### src/rtl/eth_xmii_tx.sv
// eth_xmii_tx: Ethernet MAC transmit serializer for RMII (DW=2) and MII (DW=4) PHYs.
// The ETH_XMII_TX_FCS_EN macro enables the built-in CRC-32 and appends the 4-byte FCS to each frame.
`timescale 1ns/1ps
module eth_xmii_tx #(
    parameter int DW        = 2,
    parameter int PRE_BYTES = 7,
    parameter int MIN_BYTES = 60,
    parameter int IPG_BYTES = 12
) (
    input  logic          clk,
    input  logic          rst_n,
    input  logic [7:0]    data,
    input  logic          packet,
    output logic [DW-1:0] tx,
    output logic          txen,
    output logic          advance,
    output logic          busy,
    output logic [10:0]   len
);
    localparam int S    = 8 / DW;
    localparam int SW   = $clog2(S);
    localparam int BMAX = (PRE_BYTES > IPG_BYTES) ? ((PRE_BYTES > 4) ? PRE_BYTES : 4)
                                                  : ((IPG_BYTES > 4) ? IPG_BYTES : 4);
    localparam int BW   = $clog2(BMAX);

    typedef enum logic [2:0] {
        IDLE,
        PRE,
        SFD,
        DATA,
        PAD,
`ifdef ETH_XMII_TX_FCS_EN
        FCS,
`endif
        IPG
    } state_t;

    state_t          state_reg, state_next;
    logic [SW-1:0]   sym_reg, sym_next, sym_inc;
    logic [BW-1:0]   bcnt_reg, bcnt_next;
    logic [7:0]      byte_reg, byte_next;
    logic [7:0]      nxt_reg, nxt_next;
    logic            have_reg, have_next;
    logic [DW-1:0]   tx_next;
    logic            txen_next, adv_next, busy_next;
    logic [10:0]     len_next, len_inc;
    logic            last_sym, bound_sym, pad_more;
    logic            end_frame, enter_ipg;
    logic [DW-1:0]   byte_sym [S];

`ifdef ETH_XMII_TX_FCS_EN
    logic [31:0]     crc_reg, crc_base, crc_next;

    function automatic logic [31:0] crc_step(input logic [31:0] c, input logic [DW-1:0] d);
        logic [31:0] r;
        r = c;
        for (int i = 0; i < DW; i++) begin
            if (r[0] ^ d[i]) r = (r >> 1) ^ 32'hEDB88320;
            else             r = r >> 1;
        end
        return r;
    endfunction
`endif

    assign last_sym  = (sym_reg == SW'(S - 1));
    assign bound_sym = (sym_reg == SW'(S - 2));
    assign sym_inc   = last_sym ? '0 : sym_reg + SW'(1);
    assign len_inc   = (len == 11'h7FF) ? len : len + 11'd1;
    assign pad_more  = (len < 11'(MIN_BYTES));

    always_comb begin
        state_next = state_reg;
        sym_next   = sym_reg;
        bcnt_next  = bcnt_reg;
        byte_next  = byte_reg;
        nxt_next   = nxt_reg;
        have_next  = have_reg;
        txen_next  = txen;
        busy_next  = busy;
        adv_next   = 1'b0;
        len_next   = len;
        end_frame  = 1'b0;
        enter_ipg  = 1'b0;
`ifdef ETH_XMII_TX_FCS_EN
        crc_base   = crc_reg;
`endif
        unique case (state_reg)
            IDLE: begin
                txen_next = 1'b0;
                busy_next = 1'b0;
                byte_next = '0;
                sym_next  = '0;
                if (packet) begin
                    state_next = PRE;
                    bcnt_next  = BW'(PRE_BYTES - 1);
                    byte_next  = 8'h55;
                    txen_next  = 1'b1;
                    busy_next  = 1'b1;
                    len_next   = '0;
                    have_next  = 1'b0;
`ifdef ETH_XMII_TX_FCS_EN
                    crc_base   = '1;
`endif
                end
            end
            PRE: begin
                sym_next = sym_inc;
                if (last_sym) begin
                    if (bcnt_reg == '0) begin
                        state_next = SFD;
                        byte_next  = 8'hD5;
                    end else begin
                        bcnt_next = bcnt_reg - BW'(1);
                    end
                end
            end
            SFD, DATA: begin
                sym_next = sym_inc;
                // Byte boundary: the byte's last symbol is being registered now,
                // so the next byte (or end of payload) is decided here.
                if (bound_sym) begin
                    have_next = packet;
                    if (packet) begin
                        nxt_next = data;
                        adv_next = 1'b1;
                        len_next = len_inc;
                    end
                end
                if (last_sym) begin
                    if (have_reg) begin
                        state_next = DATA;
                        byte_next  = nxt_reg;
                    end else if (pad_more) begin
                        state_next = PAD;
                        byte_next  = '0;
                        len_next   = len_inc;
                    end else begin
                        end_frame = 1'b1;
                    end
                end
            end
            PAD: begin
                sym_next = sym_inc;
                if (last_sym) begin
                    if (pad_more) len_next = len_inc;
                    else          end_frame = 1'b1;
                end
            end
`ifdef ETH_XMII_TX_FCS_EN
            FCS: begin
                sym_next = sym_inc;
                if (last_sym) begin
                    if (bcnt_reg == '0) begin
                        enter_ipg = 1'b1;
                    end else begin
                        bcnt_next = bcnt_reg - BW'(1);
                        byte_next = ~crc_reg[7:0];
                        crc_base  = {8'h00, crc_reg[31:8]};
                    end
                end
            end
`endif
            IPG: begin
                sym_next = sym_inc;
                // The IDLE cycle that follows is the last gap cycle, so the
                // quiet time on the wire is exactly IPG_BYTES*S cycles.
                if (bcnt_reg == '0 && bound_sym) begin
                    state_next = IDLE;
                    busy_next  = 1'b0;
                    sym_next   = '0;
                end else if (last_sym) begin
                    bcnt_next = bcnt_reg - BW'(1);
                end
            end
            default: state_next = IDLE;
        endcase

        if (end_frame) begin
`ifdef ETH_XMII_TX_FCS_EN
            state_next = FCS;
            bcnt_next  = BW'(3);
            byte_next  = ~crc_reg[7:0];
            crc_base   = {8'h00, crc_reg[31:8]};
`else
            enter_ipg  = 1'b1;
`endif
        end
        if (enter_ipg) begin
            state_next = IPG;
            bcnt_next  = BW'(IPG_BYTES - 1);
            byte_next  = '0;
            txen_next  = 1'b0;
        end
    end

    for (genvar gi = 0; gi < S; gi++) begin : g_sym
        assign byte_sym[gi] = byte_next[gi*DW +: DW];
    end

    always_comb begin
        tx_next = byte_sym[sym_next];
    end

`ifdef ETH_XMII_TX_FCS_EN
    always_comb begin
        crc_next = crc_base;
        if (state_next == DATA || state_next == PAD) crc_next = crc_step(crc_base, tx_next);
    end

    always_ff @(posedge clk or negedge rst_n) begin
        if (!rst_n) crc_reg <= '1;
        else        crc_reg <= crc_next;
    end
`endif

    always_ff @(posedge clk or negedge rst_n) begin
        if (!rst_n) begin
            state_reg <= IDLE;
            sym_reg   <= '0;
            bcnt_reg  <= '0;
            byte_reg  <= '0;
            nxt_reg   <= '0;
            have_reg  <= 1'b0;
            tx        <= '0;
            txen      <= 1'b0;
            advance   <= 1'b0;
            busy      <= 1'b0;
            len       <= '0;
        end else begin
            state_reg <= state_next;
            sym_reg   <= sym_next;
            bcnt_reg  <= bcnt_next;
            byte_reg  <= byte_next;
            nxt_reg   <= nxt_next;
            have_reg  <= have_next;
            tx        <= tx_next;
            txen      <= txen_next;
            advance   <= adv_next;
            busy      <= busy_next;
            len       <= len_next;
        end
    end
endmodule

### config.mk
export PLATFORM = sky130hd
export DESIGN_NAME = eth_xmii_tx
export DESIGN_NICKNAME = d
export VERILOG_FILES = /design/src/rtl/eth_xmii_tx.sv
export SDC_FILE = /design/constraint.sdc
export NUM_CORES = 1
export LEC_CHECK = 0
export ABC_AREA = 1
export CAP_MARGIN = 30
export CORE_ASPECT_RATIO = 1.25
export CORE_MARGIN = 1.5
export CORE_UTILIZATION = 40
export CTS_BUF_LIST = sky130_fd_sc_hd__clkbuf_16
export CTS_CLUSTER_SIZE = 20
export DETAILED_ROUTE_END_ITERATION = 8
export GPL_TIMING_DRIVEN = 0
export REMOVE_ABC_BUFFERS = 1
export SLEW_MARGIN = 10
export SYNTH_ARGS = -nofsm -noshare
export SYNTH_HDL_FRONTEND = slang
export SYNTH_SLANG_ARGS = --single-unit
### constraint.sdc
create_clock -name clk -period 1.5 [get_ports clk]
set_input_delay 0.15 -clock clk [delete_from_list [all_inputs] [get_ports clk]]
set_output_delay 0.15 -clock clk [all_outputs]
set_load 0.01 [all_outputs]
## After elaboration in Yosys (flattened, before gate mapping)

Index checks and enable logic that the tools add are counted.
W data, S select, Z words.

| cells by class | value |
|---|---|
| eq/ne operators | 23 |
| bitwise gates (word level) | 1 |
| multiplexer cells | 56 |
| order comparisons | 2 |
| reductions and logical operators | 16 |
| add/subtract/negate cells | 3 |

Operators by type and width:

| operator | number |
|---|---|
| $mux W11 | 9 |
| $mux W8 | 6 |
| $pmux W11 S3 | 1 |
| $mux W3 | 8 |
| $mux W4 | 6 |
| $ne A3 B3 Y1 const B | 8 |
| $pmux W8 S3 | 1 |
| $pmux W3 S5 | 1 |
| $mux W1 | 13 |
| $ne A2 B2 Y1 const B | 6 |
| $pmux W4 S3 | 1 |
| $add A11 B1 Y11 const B | 1 |
| $eq A11 B11 Y1 const B | 1 |
| $lt A11 B6 Y1 const B | 1 |
| $mux W2 | 4 |
| $mux W7 | 1 |
| $reduce_and A7 Y1 | 1 |
| $eq A3 B2 Y1 const B | 2 |
| $eq A3 B3 Y1 const B | 2 |
| $pmux W1 S2 | 3 |
| $pmux W2 S3 | 1 |
| $reduce_and A3 Y1 | 2 |
| $reduce_and A6 Y1 | 1 |
| $reduce_bool A2 Y1 | 3 |
| 17 further kinds | 18 |

| storage, ports and cells | value |
|---|---|
| output and inout port bits | 16 |
| register bits | 42 |
| bits of input ports | 11 |
| word-level logic and storage cells | 112 |

## Logic depth before layout (Yosys ltp)

| depth | value |
|---|---|
| depth after elaboration | 10 |
| depth in mapped cells | 14 |
| depth with buffers taken out | 14 |

## Worst setup path before layout

No wires, ideal clock.

| timing path | value |
|---|---|
| path type | flip-flop to flip-flop |
| from | reg len[1] |
| to | reg len[1] |
| period minus slack after synthesis | 1668 ps |
| required time | 1384 ps |
| data arrival time | 1551 ps |
| setup slack | -168 ps |
| path buffers | 0 |
| cell stages (with the launch flop) | 10 |
| setup time | 116 ps |
| cells stage by stage | dfrtp_1 ha_1 nand3_1 inv_1 nand3b_2 or2_2 o21ai_1 o21ai_0 nand2_1 nand2_1 |

| between the ends | value |
|---|---|
| word-level cells in the longest chain between the ends | 8 |
| elaborated cells on any way between the ends | 14 |
| those cells by class | 1 x add/sub; 1 x order compare; 2 x eq/ne; 9 x mux; 1 x reduce/logical |

RTL lines:

| item | RTL line | RTL |
|---|---|---|
| start, declared | 18 | `output logic [10:0] len` |
| start signal, assigned | 240 | `len <= len_next;` |
| $add A11 B1 Y11 or $eq A11 B11 Y1 (tied branches) | 68 | `assign len_inc = (len == 11'h7FF) ? len : len + 11'd1;` |
| $mux W11 | 68 |  |
| $mux W11 | 123 | `if (packet) begin` |
| $mux W11 | 121 | `if (bound_sym) begin` |
| $mux W11 | 133 | `end else if (pad_more) begin` |
| $mux W11 | 130 | `if (have_reg) begin` |
| $mux W11 | 129 | `if (last_sym) begin` |
| $pmux W11 S3 | 87 | `unique case (state_reg)` |

Several ways; a longest one is shown, not always the timed one. The select of a mux whose other input is x is not followed.
A chain may end at the register's enable or synchronous reset.

## Worst setup path in the final report

| timing path | value |
|---|---|
| from | reg state_reg[2] |
| to | reg tx[1] |

| between the ends | value |
|---|---|
| elaborated cells on any way between the ends | 17 |
| those cells by class | 5 x eq/ne; 8 x mux; 1 x bitwise; 3 x reduce/logical |

RTL lines:

| item | RTL line | RTL |
|---|---|---|
| start, declared | 38 | `state_t state_reg, state_next;` |
| start signal, assigned | 230 | `state_reg <= state_next;` |
| $eq A3 B3 Y1 (tied with other cells) | 87 |  |
| $reduce_or A4 Y1 (no line) | - |  |
| $pmux W2 S3 (*) | 87 |  |
| via sym_next[0] | 39 | `logic [SW-1:0] sym_reg, sym_next, sym_inc;` |
| $not A2 Y3 (not written as such) (*) | 201 | `tx_next = byte_sym[sym_next];` |
| $bmux W2 S2 (*) | 201 |  |
| $mux W2 (not written as such) (*) (2 in series) | 201 |  |
| via tx_next[1] | 44 | `logic [DW-1:0] tx_next;` |
| end signal, assigned | 236 | `tx <= tx_next;` |
| end, declared | 14 | `output logic [DW-1:0] tx,` |

Mark *: on every way through the listed nets, which the timed path passes. The rest lies on a longest branch. The select of a mux whose other input is x is not followed.

==> run metrics <==
Synth area leader dfrtp_1; Clk Latency, worst-skew pair between 200 and 300 ps; crit-path cells inv_4, buf_4, nor2_4, nand2_2, nand2_2, nand3_2, o21ai_4, inv_2, nand3_1, nand2_1, nand2_1, nand2_1; Yosys Warn Count 0; P_leak ~2.1 nW; CP peak stage delay about 460 ps; number of global-route vias before repair 2861; Yosys reg bits 42; EDFF count, synth 0; DR iter-0 viols approximately 110; vias per cell between 5 and 6; TritonCTS Buffers 5; ys async rst share 100.0%; clock skew around 5.9 ps; I/O pin count 27; nets@finish between 400 and 500; worst setup margin -164.4 ps; fillers a little under 600; max reg flops 11; crit end category flip-flop; mapped cell area roughly 0.0027 sq mm; power per cell area a little under 2000 mW/mm^2; CTS HTree Levels 2; Slew HR between 70% and 80%; Synth area leaders dfrtp_1, nand2_1, nand3_1; fraction of layout cells with a size suffix above 1 between 30 and 40%; most common cell in the netlist nand2_1; post-synthesis cell count between 300 and 400; CTS sink cnt 42; core region area 0.006524 sq mm; # setup viols final 28; RR Startpoint state_reg[2]$_DFFE_PN0P_; critical path startpoint category flip-flop; fin crit share 111.0%; Port Buffers 26; root buf cell clkbuf_16; die area around 0.0072 sq mm; DP Wirelength 4827 um; detailed-router iteration count before antenna repair 4; clk slew on worst S/H paths approximately 70 ps; DR DRC count 0; setup slack, reg-to-reg -160 ps; dominant synthesized flop cell dfrtp_1; CTS Buffer Depth 2; WP data arrival 1850 ps; fin crit period roughly 1700 ps; largest net degree at the start of global routing 27; Slowest-stage cell, CP dfrtp_2; Die X roughly 76 um; CTS tree yes; Fin. Hold Viols 0; DR WL/cell 14.57 um; Fin Setup TNS -2721 ps; initial antenna violation count 0; die height ~95 um; Area growth syn-to-layout 53.12%; Avg Cell Area, Syn approximately 6.8 sq um; IR drop worst, VDD roughly 0.00095 V; Hold Path Class in2async; Final Util a little over three fifths; failing checks negative setup slack; num rows 33; sequential-to-total area share from yosys stat 39.07%; share of the synthesized area in the top cell type about two fifths; gpl congestion ~0.87; ant diodes 0; beginning of the critical path state_reg[2]$_DFFE_PN0P_; fmax ~600 MHz; routed vias 2902; post-synth cell types 36; outcome finished, violations left; Synth top cells by count nand2_1, dfrtp_1, inv_1, nand3_1, nor2_1; Post-Route WL a little over 8000 um; Post-DRT Antenna Nets 0; Final Max Slew Viols 0; RSZ-0062 raised after global routing yes; CP required approximately 1700 ps; slew of the pin with the lowest slew margin ~430 ps; Total GRT Usage between 20% and 30%; max-cap viol count 0; CP max FO 6; Critical Setup Path Class reg2reg; Initial Util roughly two fifths; first-pass GRT wire length approximately 14000 um; Congestion Overflow GR 0; CP dominant cell by count nand2_1
==> final cells by class <==
class                   instances  area [sq um]  share of cell area, %
well taps                      87         108.9                  2.643
clock inverters                 3         20.02                 0.4860
inverters                      46         200.2                  4.860
flip-flops and latches         42          1061                  25.76
clock buffers                   5         125.1                  3.038
multi-input cells             302          1863                  45.23
repair buffers                 78         740.7                  17.98
==> path summary, 6_finish.rpt <==
check                                          to  cells after the start
max reg2reg                       tx[1]$_DFF_PN0_                     12
min reg2reg                nxt_reg[0]$_DFFE_PN0P_                      2
min in group clk           nxt_reg[4]$_DFFE_PN0P_                      3
max in group asynchronous    sym_reg[0]$_DFF_PN0_                      3
max                               tx[1]$_DFF_PN0_                     12
min                            len[8]$_DFFE_PN0P_                      2
==> critical path, delay by kind of cell (launching register included) <==
family          cells  cell delay [ps]
simple gates        8              630
buf+inv             3              330
compound gates      1              130
flops               1              460
==> power breakdown <==
part	switching, W	leakage [nW]	total (W)	internal [W]
clock	0.000487	0.0679	0.00110	0.000618
combinational	0.00285	1.49	0.00501	0.00216
sequential	0.000391	0.532	0.00198	0.00158
total	0.00373	2.09	0.00809	0.00436
==> cells in the final DEF (no fill, tap or decap), types with 12 or more instances in the layout <==
cell,count
nor2_1,18
nand3_1,23
a21oi_1,13
clkdlybuf4s50_1,17
nand2_2,16
dfrtp_1,34
nand2_1,124
o21ai_1,12
inv_2,13
inv_1,24
buf_4,40
==> layer usage <==
metal	track usage [%]	up-vias	wire, um
li1	-	1438	-
met2	44.27	74	4300
met1	27.10	1366	3431
met5	0	-	0
met4	10.80	0	219
met3	3.478	24	249
==> kinds of logic after synthesis <==
family,share of synthesized area (%)
and+or+nand+nor,36.56
AOI/OAI and AO/OA,13.91
buffers and inverters,7.953
DFF,39.07
adders and majority gates,1.861
xor gates and xnor gates,0.6513
==> through the flow <==
stage / hold WS, ps / cells / total power [W] / setup slack (ps) / instance area, sq um
floorplan: -145.6 / 389 / 0.004147 / -221.8 / 2649
global placement: 455.3 / 502 / 0.005035 / -923.7 / 3018
detailed placement: 109.6 / 503 / 0.005064 / -650.2 / 3033
CTS: 339.4 / 555 / 0.007516 / -117.4 / 3894
global route: 359.9 / 563 / 0.008683 / -237.8 / 4119
finish: 324.5 / 563 / 0.008093 / -164.4 / 4119
==> timing repair <==
action	CTS	global route
gates resized for setup	98	57
gates cloned	1	0
pin swaps	26	17
setup endpoints to repair	41	44
endpoints found under the hold margin	16	0
setup buffers	42	8
hold buffers	1	0
(Power assumes the default switching activity.)
==> RTL change: new RTL, same flow settings <==
The option `ETH_XMII_TX_FCS_EN` is turned on by a define.
--- a/src/rtl/eth_xmii_tx.sv
+++ b/src/rtl/eth_xmii_tx.sv
@@ -1,6 +1,8 @@
 // eth_xmii_tx: Ethernet MAC transmit serializer for RMII (DW=2) and MII (DW=4) PHYs.
 // The ETH_XMII_TX_FCS_EN macro enables the built-in CRC-32 and appends the 4-byte FCS to each frame.
 `timescale 1ns/1ps
+`define ETH_XMII_TX_FCS_EN
+
 module eth_xmii_tx #(
     parameter int DW        = 2,
     parameter int PRE_BYTES = 7,
Check against the original RTL: same outputs for any inputs over 10 cycles, from zero or initial values and one cycle with rst_n low; that may be too few to reach the edited logic, so the function may still have changed.
==> RTL change against the unedited design <==
  * The flow still finishes with violations (negative setup slack)
  * Global-route usage up 2.3 points
  * Synthesized area up 74%
  * Routed wire length up 96%
  * Setup slack worse by 0.84 ns
  * Power up 120%
  * Critical path depth up 5
  * Sequential power up 78%
  * Sequential cell count up 32
  * Cell area up 74%
  * Critical path type unchanged
  * Largest cell class unchanged
==> RTL change: results <==
{
  "grt.total_usage_pct": 26.17,
  "routed_wl_mm": 16.10,
  "placed_area_um2": 5041,
  "post-place-ws_ns": -2.186,
  "ir_worst_vdd_v": 0.001608,
  "power.leakage_nw": 3.390,
  "cp_slowest_stage_delay_ns": 0.46,
  "postCtsSetupBuffers": 60,
  "htree_levels": 3,
  "cp_max_fo": 23,
  "place_inst": 792,
  "seqPwrFrac_pct": 19.5,
  "post_cts_resized": 166,
  "totalNegativeSetupSlack_ns": -37.65,
  "synth_seq_area_share_pct": 40.47,
  "place.gp.congestion": 0.9578,
  "startpoint": "state_reg[1]",
  "violations": "negative setup slack",
  "worstMarginPinSlew_ns": 0.3694,
  "status": "finished, violations left",
  "reg2reg_from": "state_reg[1]",
  "vias_per_cell": 5.630,
  "largest_reg_flops": 32,
  "drt_iter0_drc": 247,
  "drive_above_1_share_pct": 43.69,
  "synth_cell_types": 46,
  "clk-insertion-delay-late_ns": 0.34,
  "holdBufCountCts": 1,
  "grt_pass1_vias": 5168,
  "drtAntennaViolNets": 0,
  "synth_common_cells": "nand2_1, inv_1, nand3_1",
  "cts-root-buf": "clkbuf_16",
  "synthCells": 646,
  "grt_pass1_wl_mm": 25.05,
  "fin_skew_ns": 0.006206,
  "clkPwrFrac_pct": 10.6,
  "wl_per_cell_um": 17.67,
  "setup_slack_ns": -1.009,
  "cp.arrival_ns": 2.78,
  "synthTopCellsByArea": "dfrtp_1, dfstp_2, nand2_1",
  "finalSetupViolCount": 60,
  "clk_pin_slew_ns": 0.06,
  "dp_hpwl_mm": 9.088,
  "drt_first_pass_iters": 5,
  "numCtsBuffers": 9,
  "total_power_mw": 18.07,
  "switching_share_pct": 50.08,
  "cpMaxStageDelayCell": "dfrtp_2",
  "yosys_warnings": 0,
  "grt_start_max_net_pins": 60,
  "antenna_found_initial": 0
}
==> RTL change: cell count changes after synthesis, sizes merged, moves of 4 or more <==
| cell | delta |
|---|---|
| nand4 | +5 |
| nor2 | +30 |
| nand2 | +39 |
| nand3 | +40 |
| dfstp | +32 |
| o21ai | +23 |
| a21oi | +6 |
| clkbuf | +4 |
| buf | +5 |
| o22ai | +17 |
| inv | +40 |
==> RTL change: metal layers <==
layer  up-vias  track usage, %  routed length (um)
li1       2400               -                   -
met1      2487           28.38                5989
met2       173           47.15                8497
met3        69           4.938                 731
met4         0           15.93                 884
met5         -               0                   0
==> RTL change: cell type report <==
class	count	area, um^2
fill	900	4063
multi-input combinational	478	3336
sequential	74	1901
timing repair buffer	118	1112
inverter	86	381.6
clock buffer	9	225.2
tap	135	168.9
clock inverter	7	30.03
timing repair inverter	4	27.53
==> RTL change: logic make-up (layout without fill, tap and decap cells) <==
| family | Yosys count | count (layout) | share of synthesized area [%] |
|---|---|---|---|
| DFF | 74 | 74 | 40.47 |
| and+or+nand+nor | 347 | 355 | 35.01 |
| xor gates and xnor gates | 1 | 1 | 0.1874 |
| AOI/OAI and AO/OA | 117 | 117 | 14.11 |
| buffers and inverters | 102 | 224 | 8.886 |
| adders and majority gates | 5 | 5 | 1.338 |
==> RTL change: path summary, 6_finish.rpt <==
kind / end / slack (ns) / depth (start not counted)
setup / recovery: crc_reg[23] / -1.01 / 17
hold / removal: len[7] / 0.22 / 2
setup reg to reg: crc_reg[23] / -1.01 / 17
hold reg to reg: nxt_reg[6] / 0.48 / 2
max in group asynchronous: crc_reg[1] / 0.65 / 3
min in group clk: nxt_reg[0] / 0.35 / 3
